[src/rtl/bullet_ctrl_if.sv]
// Signal bundle between the bullet controller and its environment
// (fire handshake, slot state, and the sprite-ROM scan side).
interface bullet_ctrl_if #(
    parameter int N_BULLETS = 4
);
    logic                      frame_tick;
    logic                      fire;
    logic [9:0]                fire_x;
    logic [9:0]                fire_y;
    logic                      fire_dir;
    logic                      fire_ack;
    logic                      fire_drop;
    logic [N_BULLETS-1:0]      hit_clr;
    logic [N_BULLETS-1:0]      active;
    logic [10*N_BULLETS-1:0]   pos_x;
    logic [10*N_BULLETS-1:0]   pos_y;
    logic [9:0]                pix_x;
    logic [9:0]                pix_y;
    logic                      video_on;
    logic [2:0]                spr_x;
    logic [2:0]                spr_y;
    logic                      spr_en;
    logic                      spr_data;
    logic                      bullet_pixel;
    logic [2:0]                bullet_id;

    // fire is a single-cycle request; exactly one of fire_ack/fire_drop
    // pulses on the following cycle, there is no back-pressure.
    modport slave (
        input  frame_tick, fire, fire_x, fire_y, fire_dir, hit_clr,
               pix_x, pix_y, video_on, spr_data,
        output fire_ack, fire_drop, active, pos_x, pos_y,
               spr_x, spr_y, spr_en, bullet_pixel, bullet_id
    );

    modport master (
        output frame_tick, fire, fire_x, fire_y, fire_dir, hit_clr,
               pix_x, pix_y, video_on, spr_data,
        input  fire_ack, fire_drop, active, pos_x, pos_y,
               spr_x, spr_y, spr_en, bullet_pixel, bullet_id
    );
endinterface

[src/rtl/bullet_ctrl.sv]
// Bullet slot allocator, per-frame mover and 2-stage sprite scan pipeline.
// Optional fire cooldown is enabled with the BULLET_COOLDOWN_EN macro.
module bullet_ctrl #(
    parameter int N_BULLETS = 4,
    parameter int SPEED     = 4,
    parameter int V_RES     = 480,
    parameter int SPR       = 6,
    parameter int COOLDOWN  = 8
) (
    input logic           clk,
    input logic           rst,
    bullet_ctrl_if.slave  bus
);
    logic [N_BULLETS-1:0] active_q, active_d;
    logic [N_BULLETS-1:0] dir_q, dir_d;
    logic [9:0]           x_q [N_BULLETS];
    logic [9:0]           x_d [N_BULLETS];
    logic [9:0]           y_q [N_BULLETS];
    logic [9:0]           y_d [N_BULLETS];
    logic                 ack_q, ack_d;
    logic                 drop_q, drop_d;

    logic [N_BULLETS-1:0] load_sel;
    logic                 free_found;
    logic                 cd_ok;
    logic                 accept;

    logic                 spr_en_q, spr_en_d;
    logic [2:0]           spr_x_q, spr_x_d;
    logic [2:0]           spr_y_q, spr_y_d;
    logic [2:0]           id_q, id_d;
    logic                 pix_q;
    logic [2:0]           bid_q;

    // Free slot is picked from the registered mask, so a slot freed by
    // hit_clr this cycle only becomes allocatable next cycle.
    always_comb begin
        load_sel   = '0;
        free_found = 1'b0;
        for (int i = 0; i < N_BULLETS; i++) begin
            if (!active_q[i] && !free_found) begin
                load_sel[i] = 1'b1;
                free_found  = 1'b1;
            end
        end
    end

    assign accept = bus.fire && free_found && cd_ok;
    assign ack_d  = accept;
    assign drop_d = bus.fire && !accept;

`ifdef BULLET_COOLDOWN_EN
    logic [7:0] cd_q, cd_d;

    assign cd_ok = (cd_q == 8'd0);

    always_comb begin
        cd_d = cd_q;
        if (accept) begin
            cd_d = 8'(COOLDOWN);
        end else if (bus.frame_tick && cd_q != 8'd0) begin
            cd_d = cd_q - 8'd1;
        end
    end

    always_ff @(posedge clk) begin
        if (rst) cd_q <= 8'd0;
        else     cd_q <= cd_d;
    end
`else
    // No cooldown gating in this build; the comparison only keeps the
    // parameter referenced.
    assign cd_ok = (COOLDOWN >= 0);
`endif

    // Per-slot priority: load, then kill, then frame motion.
    always_comb begin
        logic [10:0] y_down;
        for (int i = 0; i < N_BULLETS; i++) begin
            active_d[i] = active_q[i];
            dir_d[i]    = dir_q[i];
            x_d[i]      = x_q[i];
            y_d[i]      = y_q[i];
            y_down      = {1'b0, y_q[i]} + 11'(SPEED);
            if (accept && load_sel[i]) begin
                active_d[i] = 1'b1;
                dir_d[i]    = bus.fire_dir;
                x_d[i]      = bus.fire_x;
                y_d[i]      = bus.fire_y;
            end else if (bus.hit_clr[i]) begin
                active_d[i] = 1'b0;
            end else if (bus.frame_tick && active_q[i]) begin
                if (!dir_q[i]) begin
                    if (y_q[i] < 10'(SPEED)) active_d[i] = 1'b0;
                    else                     y_d[i] = y_q[i] - 10'(SPEED);
                end else begin
                    if (y_down > 11'(V_RES - SPR)) active_d[i] = 1'b0;
                    else                           y_d[i] = y_down[9:0];
                end
            end
        end
    end

    // Unsigned differences: a pixel left of / above the sprite wraps large.
    always_comb begin
        logic [9:0] dx;
        logic [9:0] dy;
        logic       hit;
        hit      = 1'b0;
        spr_x_d  = 3'd0;
        spr_y_d  = 3'd0;
        id_d     = 3'd0;
        for (int i = N_BULLETS - 1; i >= 0; i--) begin
            dx = bus.pix_x - x_q[i];
            dy = bus.pix_y - y_q[i];
            if (active_q[i] && dx < 10'(SPR) && dy < 10'(SPR)) begin
                hit     = 1'b1;
                spr_x_d = dx[2:0];
                spr_y_d = dy[2:0];
                id_d    = 3'(i);
            end
        end
        spr_en_d = bus.video_on && hit;
    end

    always_ff @(posedge clk) begin
        if (rst) begin
            active_q <= '0;
            dir_q    <= '0;
            for (int i = 0; i < N_BULLETS; i++) begin
                x_q[i] <= 10'd0;
                y_q[i] <= 10'd0;
            end
            ack_q    <= 1'b0;
            drop_q   <= 1'b0;
            spr_en_q <= 1'b0;
            spr_x_q  <= 3'd0;
            spr_y_q  <= 3'd0;
            id_q     <= 3'd0;
            pix_q    <= 1'b0;
            bid_q    <= 3'd0;
        end else begin
            active_q <= active_d;
            dir_q    <= dir_d;
            for (int i = 0; i < N_BULLETS; i++) begin
                x_q[i] <= x_d[i];
                y_q[i] <= y_d[i];
            end
            ack_q    <= ack_d;
            drop_q   <= drop_d;
            spr_en_q <= spr_en_d;
            spr_x_q  <= spr_x_d;
            spr_y_q  <= spr_y_d;
            id_q     <= id_d;
            pix_q    <= spr_en_q && bus.spr_data;
            bid_q    <= id_q;
        end
    end

    for (genvar g = 0; g < N_BULLETS; g++) begin : g_pos
        assign bus.pos_x[10*g +: 10] = x_q[g];
        assign bus.pos_y[10*g +: 10] = y_q[g];
    end

    assign bus.active       = active_q;
    assign bus.fire_ack     = ack_q;
    assign bus.fire_drop    = drop_q;
    assign bus.spr_en       = spr_en_q;
    assign bus.spr_x        = spr_x_q;
    assign bus.spr_y        = spr_y_q;
    assign bus.bullet_pixel = pix_q;
    assign bus.bullet_id    = bid_q;
endmodule

[src/flat_wrapper.sv]
// flat-port wrapper written by rule: the top's interface ports become plain ports
module bullet_ctrl_flat 
#(
    parameter int N_BULLETS = 4,
    parameter int SPEED     = 4,
    parameter int V_RES     = 480,
    parameter int SPR       = 6,
    parameter int COOLDOWN  = 8
)
  (clk, rst, bus_frame_tick, bus_fire, bus_fire_x, bus_fire_y, bus_fire_dir, bus_hit_clr, bus_pix_x, bus_pix_y, bus_video_on, bus_spr_data, bus_fire_ack, bus_fire_drop, bus_active, bus_pos_x, bus_pos_y, bus_spr_x, bus_spr_y, bus_spr_en, bus_bullet_pixel, bus_bullet_id);
  bullet_ctrl_if #(.N_BULLETS(N_BULLETS)) bus_i ();
  input logic clk;
  input logic rst;
  input wire logic [$bits(bus_i.frame_tick)-1:0] bus_frame_tick;
  input wire logic [$bits(bus_i.fire)-1:0] bus_fire;
  input wire logic [$bits(bus_i.fire_x)-1:0] bus_fire_x;
  input wire logic [$bits(bus_i.fire_y)-1:0] bus_fire_y;
  input wire logic [$bits(bus_i.fire_dir)-1:0] bus_fire_dir;
  input wire logic [$bits(bus_i.hit_clr)-1:0] bus_hit_clr;
  input wire logic [$bits(bus_i.pix_x)-1:0] bus_pix_x;
  input wire logic [$bits(bus_i.pix_y)-1:0] bus_pix_y;
  input wire logic [$bits(bus_i.video_on)-1:0] bus_video_on;
  input wire logic [$bits(bus_i.spr_data)-1:0] bus_spr_data;
  output wire logic [$bits(bus_i.fire_ack)-1:0] bus_fire_ack;
  output wire logic [$bits(bus_i.fire_drop)-1:0] bus_fire_drop;
  output wire logic [$bits(bus_i.active)-1:0] bus_active;
  output wire logic [$bits(bus_i.pos_x)-1:0] bus_pos_x;
  output wire logic [$bits(bus_i.pos_y)-1:0] bus_pos_y;
  output wire logic [$bits(bus_i.spr_x)-1:0] bus_spr_x;
  output wire logic [$bits(bus_i.spr_y)-1:0] bus_spr_y;
  output wire logic [$bits(bus_i.spr_en)-1:0] bus_spr_en;
  output wire logic [$bits(bus_i.bullet_pixel)-1:0] bus_bullet_pixel;
  output wire logic [$bits(bus_i.bullet_id)-1:0] bus_bullet_id;
  assign bus_i.frame_tick = bus_frame_tick;
  assign bus_i.fire = bus_fire;
  assign bus_i.fire_x = bus_fire_x;
  assign bus_i.fire_y = bus_fire_y;
  assign bus_i.fire_dir = bus_fire_dir;
  assign bus_i.hit_clr = bus_hit_clr;
  assign bus_i.pix_x = bus_pix_x;
  assign bus_i.pix_y = bus_pix_y;
  assign bus_i.video_on = bus_video_on;
  assign bus_i.spr_data = bus_spr_data;
  assign bus_fire_ack = bus_i.fire_ack;
  assign bus_fire_drop = bus_i.fire_drop;
  assign bus_active = bus_i.active;
  assign bus_pos_x = bus_i.pos_x;
  assign bus_pos_y = bus_i.pos_y;
  assign bus_spr_x = bus_i.spr_x;
  assign bus_spr_y = bus_i.spr_y;
  assign bus_spr_en = bus_i.spr_en;
  assign bus_bullet_pixel = bus_i.bullet_pixel;
  assign bus_bullet_id = bus_i.bullet_id;
  bullet_ctrl #(.N_BULLETS(N_BULLETS), .SPEED(SPEED), .V_RES(V_RES), .SPR(SPR), .COOLDOWN(COOLDOWN)) u_core (.clk(clk), .rst(rst), .bus(bus_i));
endmodule
[config.mk]
export PLATFORM = sky130hd
export DESIGN_NAME = bullet_ctrl_flat
export DESIGN_NICKNAME = d
export VERILOG_FILES = /design/src/rtl/bullet_ctrl_if.sv /design/src/rtl/bullet_ctrl.sv /design/src/flat_wrapper.sv
export SDC_FILE = /design/constraint.sdc
export NUM_CORES = 1
export LEC_CHECK = 0
export CAP_MARGIN = 20
export CORE_MARGIN = 2
export CORE_UTILIZATION = 55
export CTS_CLUSTER_DIAMETER = 100
export DETAILED_ROUTE_END_ITERATION = 12
export PLACE_DENSITY = 0.88
export SYNTH_ARGS = -nofsm -noshare
export SYNTH_HDL_FRONTEND = slang
export SYNTH_SLANG_ARGS = --single-unit
[constraint.sdc]
create_clock -name clk -period 3.9 [get_ports clk]
set_clock_uncertainty 0.2 [all_clocks]
set_input_delay 0.39 -clock clk [delete_from_list [all_inputs] [get_ports clk]]
set_output_delay 0.39 -clock clk [all_outputs]
set_load 0.02 [all_outputs]
# Yosys cells after proc, flatten, opt, wreduce, memory -nomap -nowiden
# Memories as Yosys holds them, arrays and structs flattened.
# Cells that the tools add are included.
# word_totals
word_cells	193
n_memories	2
latchBits	0
ram_bits	80
mem_bits_ro	0
register_bits	24
# classes
reduce_logical	44
add_sub_neg	16
mul	0
muxes	85
bitwise	8
n_div	0
shift	0
eq_ne	4
order_cmp	16
# memory_table
memory	depth	width	read_ports	rd_clocked_by_memory_dff	wr	line	text
u_core.x_q	4	10	4	0	4	bullet_ctrl.sv:16	logic [9:0] x_q [N_BULLETS];
u_core.y_q	4	10	4	0	4	bullet_ctrl.sv:18	logic [9:0] y_q [N_BULLETS];
# op_table
operator	count
$mux W10	36
$lt A10 B3 Y1 const B	12
$sub A10 B10 Y10	8
$add A10 B3 Y11 const B	4
$gt A11 B9 Y1 const B	4
$sub A10 B3 Y10 const B	4
$mux W1	39
$mux W3	8
$logic_and A1 B1 Y1	23
$ne A4 B4 Y1 const B	4
$reduce_bool A4 Y1	4
$reduce_and A3 Y1	4
$reduce_bool A3 Y1	4
$or A1 B1 Y1	8
$logic_not A1 Y1	6
$mux W2	2
$reduce_or A4 Y1	1
$reduce_or A3 Y1	1
$reduce_or A2 Y1	1

# Logic depth before layout (Yosys ltp)
# depth
word_depth	13
mapped_depth	14
ltp_nobuf	13

# Least setup slack after synthesis
# Ideal clock, no wire load.
# synth_timing
path_type	reg-to-reg
from	memory u_core.y_q[3][7]
to	register u_core.spr_x_q[1] (netlist: u_core.bus.spr_x[1])
path_stages_with_launch	13
slack_ns	0.264
synth_period_minus_slack_ns	3.636
arrival_ns	3.349
cell_sequence	dfxtp_1 clkbuf_1 inv_1 ha_1 and2b_1 a22o_4 a2111o_1 nor4_1 nand4_1 or4_1 buf_2 o311a_1 o31ai_1
# synth_lines
item	line	text
start: declaration	bullet_ctrl.sv:18	
end signal: assignment	bullet_ctrl.sv:152	spr_x_q <= spr_x_d;
end: declaration	bullet_ctrl.sv:29	logic [2:0] spr_x_q, spr_x_d;

# Worst setup path in the final report
# layout_timing
from	input port bus_pix_x[0]
to	register u_core.spr_x_q[0] (netlist: u_core.bus.spr_x[0])
# layout_between
elab_chain_cells	8
# layout_lines
item	line	text
start: declaration	flat_wrapper.sv:20	input wire logic [$bits(bus_i.pix_x)-1:0] bus_pix_x;
$sub A10 B10 Y10	bullet_ctrl.sv:114	dx = bus.pix_x - x_q[i];
$lt A10 B3 Y1	bullet_ctrl.sv:116	if (active_q[i] && dx < 10'(SPR) && dy < 10'(SPR)) begin
$logic_and A1 B1 Y1 (2 in series)	bullet_ctrl.sv:116	
$mux W3 (3 in series)	bullet_ctrl.sv:116	
$mux W3 *	bullet_ctrl.sv:116	
# Mark *: on every way between the ends. The rest lies on a longest branch, timed or not.
# A chain may end at the register's enable or synchronous reset.

==> metrics <==
outcome=finished, final reports clean; Slew HR=41.3%; Residual DRC=0; RSZ-0062 raised after global routing=no; H-tree levels=3; Clk Latency, worst-skew pair=0.36 ns; filler-free cell count of the finished design=1630; register area share after synthesis=22.6%; vias in the first global route=9329; die area=17500 sq um; nature of the critical path endpoint=flop; Reg clk slew, reported paths=0.08 ns; Routed Antenna Nets=0; Final Power=2.98 mW; CP dominant cell by count=inv_1; WL per Instance=19.4 um; final worst-path cycle share=96.5%; P&R area growth vs syn=27.5%; dpl hpwl=24200 um; Hold Path Class=reg -> reg; hold-fix buffers at CTS=0; initial antenna violation count=0; Routed WL=31600 um; Critical Path Max Stage Delay=0.42 ns; top post-synthesis cells by area=dfxtp_1 (23%), ha_1 (12%), nand2_1 (7.1%); first-pass GRT wire length=49200 um; GPL Wtd Cong=1.01; largest net degree at the start of global routing=79; GRT Util Overall=35.3%; total grt overflow=0; CTS Buf Count=9; Max Cap Viol=0; final setup margin=0.136 ns; layout filler cell count=1282; count of cells along the worst register-to-register path=10; fmax=266 MHz; Tmin final=3.76 ns; FP Rows=46; Synth Instances=1221; CP Depth=14; Hold Violations, Final=0; Iter 0 DRT Violations=1170; pre-CTS setup slack=-0.285 ns; Tightest Pin Transition=0.880 ns; design area=11500 sq um; Post-synth ARST share=0%; DP Area=11200 sq um; Synth Area per Inst=7.40 sq um; TNS Setup=0 ns; Startpoint Class=primary input; r2r setup slk=0.26 ns; drt pass-1 iters=6; post-synth top area share=22.6%; Final Util=72.2%; Buf+Inv Stages, Crit Path=3; #FFs+latches synth=102; Top Family by Delay on Critical Path=simple AND/OR/NAND/NOR gates; WP data arrival=3.82 ns; clock tree buffer depth=2; Pwr Density=258 nW/um^2; initial core utilization=56.7%; CTS tree=done; core area=15900 sq um; sink count of the clock tree=102; Max rail drop VDD=0.244 mV; hold depth=1; number of flops mapped to enable cells by yosys=0; NumNets Final=1551; final setup violation count=0; Mapped Area=9030 sq um; die height=132 um; maximum fanout count along the critical path=6; WHS=0.266 ns; boundary pin count=148; post-DR vias/cell=6.21; Worst EP required=3.95 ns; Syn Nets=1364; clock root cell=clkbuf_16; die width=132 um; Cell Chain, Critical Path=clkdlybuf4s50_1 > inv_1 > ha_2 > inv_1 > fa_2 > a21oi_1 > nor3b_1 > o311a_1 > or3_4 > a2111oi_4 > nand3b_1 > nor3b_2 > o211a_1 > or3_1; Pins Over Slew Limit=0; Slowest cell on crit path=clkdlybuf4s50_1; placed insts=1612; vias=10126; cell taking the most area after synthesis=dfxtp_1; IO buf count=146; Static Leak=4.34 nW; Synth Flop Type=dfxtp_1; synthesis warning total=0; kind of critical path=in -> reg; share of cells above drive strength 1=9.06%; synth unique cells=82
## registers in the layout, indices dropped and copies added, names as in the netlist
name                     flops
u_core.bus.active            4
u_core.bus.spr_x             3
u_core.bus.bullet_pixel      1
u_core.x_q                  40
u_core.y_q                  40
u_core.bus.spr_en            1
u_core.bus.bullet_id         2
u_core.bus.spr_y             3
u_core.bus.fire_drop         1
u_core.bus.fire_ack          1
u_core.id_q                  2
u_core.dir_q                 4
## power breakdown
part	internal, mW	leakage [nW]	total (mW)	switching, mW
sequential	1.07	0.828	1.12	0.0493
clock	0.487	0.135	0.921	0.434
combinational	0.408	3.38	0.936	0.528
## synth_stat cells, drive strengths merged, types with 5 or more instances
| library cell | instances |
|---|---|
| or2 | 7 |
| o22ai | 8 |
| nand4b | 6 |
| nand2 | 172 |
| nand3 | 40 |
| nor4 | 10 |
| nor2b | 22 |
| a311oi | 10 |
| a21o | 12 |
| nor3b | 7 |
| o221ai | 6 |
| fa | 8 |
| clkbuf | 49 |
| a2111oi | 6 |
| ha | 84 |
| a31oi | 9 |
| xnor2 | 25 |
| o2111ai | 6 |
| nand4 | 12 |
| nand3b | 5 |
| mux2i | 14 |
| inv | 97 |
| a21oi | 122 |
| a211oi | 26 |
| o211ai | 14 |
| or3 | 11 |
| dfxtp | 102 |
| nor2 | 71 |
| o31ai | 12 |
| o21ai | 61 |
| and3 | 14 |
| buf | 6 |
| o21a | 9 |
| a21boi | 6 |
| nor3 | 30 |
| nand2b | 16 |
| xor2 | 35 |
| a311o | 5 |
## worst register-to-register path, stage by stage (launching register included)
cell	delay, ns
dfxtp_1	0.50
inv_1	0.18
ha_1	0.33
and2b_1	0.20
a22o_4	0.25
a2111o_1	0.30
nor4_1	0.30
nand4_1	0.13
or4_4	0.61
o311a_1	0.34
o31ai_1	0.22
## layer usage
metal	track usage, %	wire length [um]	part of all wire, %
met4	13.6	1000	3.2
met2	57.7	14700	47
met1	46.8	12500	40
met3	5.69	3370	11
met5	0	0	0
## worst paths after layout
path	startpoint	end
setup / recovery	bus_pix_x[0]	u_core.bus.spr_x[0]
setup reg to reg	u_core.y_q[3][8]	u_core.bus.spr_y[1]
hold reg to reg	u_core.id_q[0]	u_core.bus.bullet_id[0]
hold / removal	u_core.id_q[0]	u_core.bus.bullet_id[0]
## final cells by class
class	count	area (sq um)	share of cell area [%]
well taps	216	270	2.35
repair buffers	231	2110	18.3
diodes	1	2.50	0.0217
inverters	97	364	3.16
clock inverters	2	15.0	0.130
clock buffers	14	274	2.38
multi-input cells	967	6440	55.9
flip-flops and latches	102	2040	17.7
## cells by family after synthesis
kind of cell             share of synthesized area [%]
AO/OA/AOI/OAI                                     26.4
XOR/XNOR                                          5.90
adder cells (fa/ha/maj)                           13.4
buffers and inverters                             6.39
flip-flops                                        22.6
multiplexers                                      2.05
other                                           0.0415
AND/OR/NAND/NOR                                   23.2
## what timing repair did
| action | 4_1_cts | 5_1_grt |
|---|---|---|
| buffers inserted | 0 | 1 |
| resized for setup | 0 | 7 |
| setup endpoints to repair | 0 | 7 |
## placed cells by master, fill, tap and decap left out, types with 5 or more instances in the layout
cell and instances:
a211oi_1 25, a21boi_0 5, a21o_1 12, a21oi_1 122, a311o_1 5, a311oi_1 10, a31oi_1 9, and3_1 14
buf_4 84, clkbuf_16 9, clkdlybuf4s50_1 145, dfxtp_1 102, fa_1 7, ha_1 83, inv_1 97, mux2i_1 14
nand2_1 172, nand2b_1 16, nand3_1 39, nand3b_1 5, nand4_1 12, nand4b_1 6, nor2_1 71, nor2b_1 22
nor3_1 29, nor3b_1 6, nor4_1 9, o2111ai_1 6, o211ai_1 14, o21a_1 9, o21ai_0 59, o221ai_1 6
o22ai_1 8, o31ai_1 12, or2_2 7, or3_1 10, xnor2_1 25, xor2_1 34
Note: power is estimated with default switching activity, not from simulation.
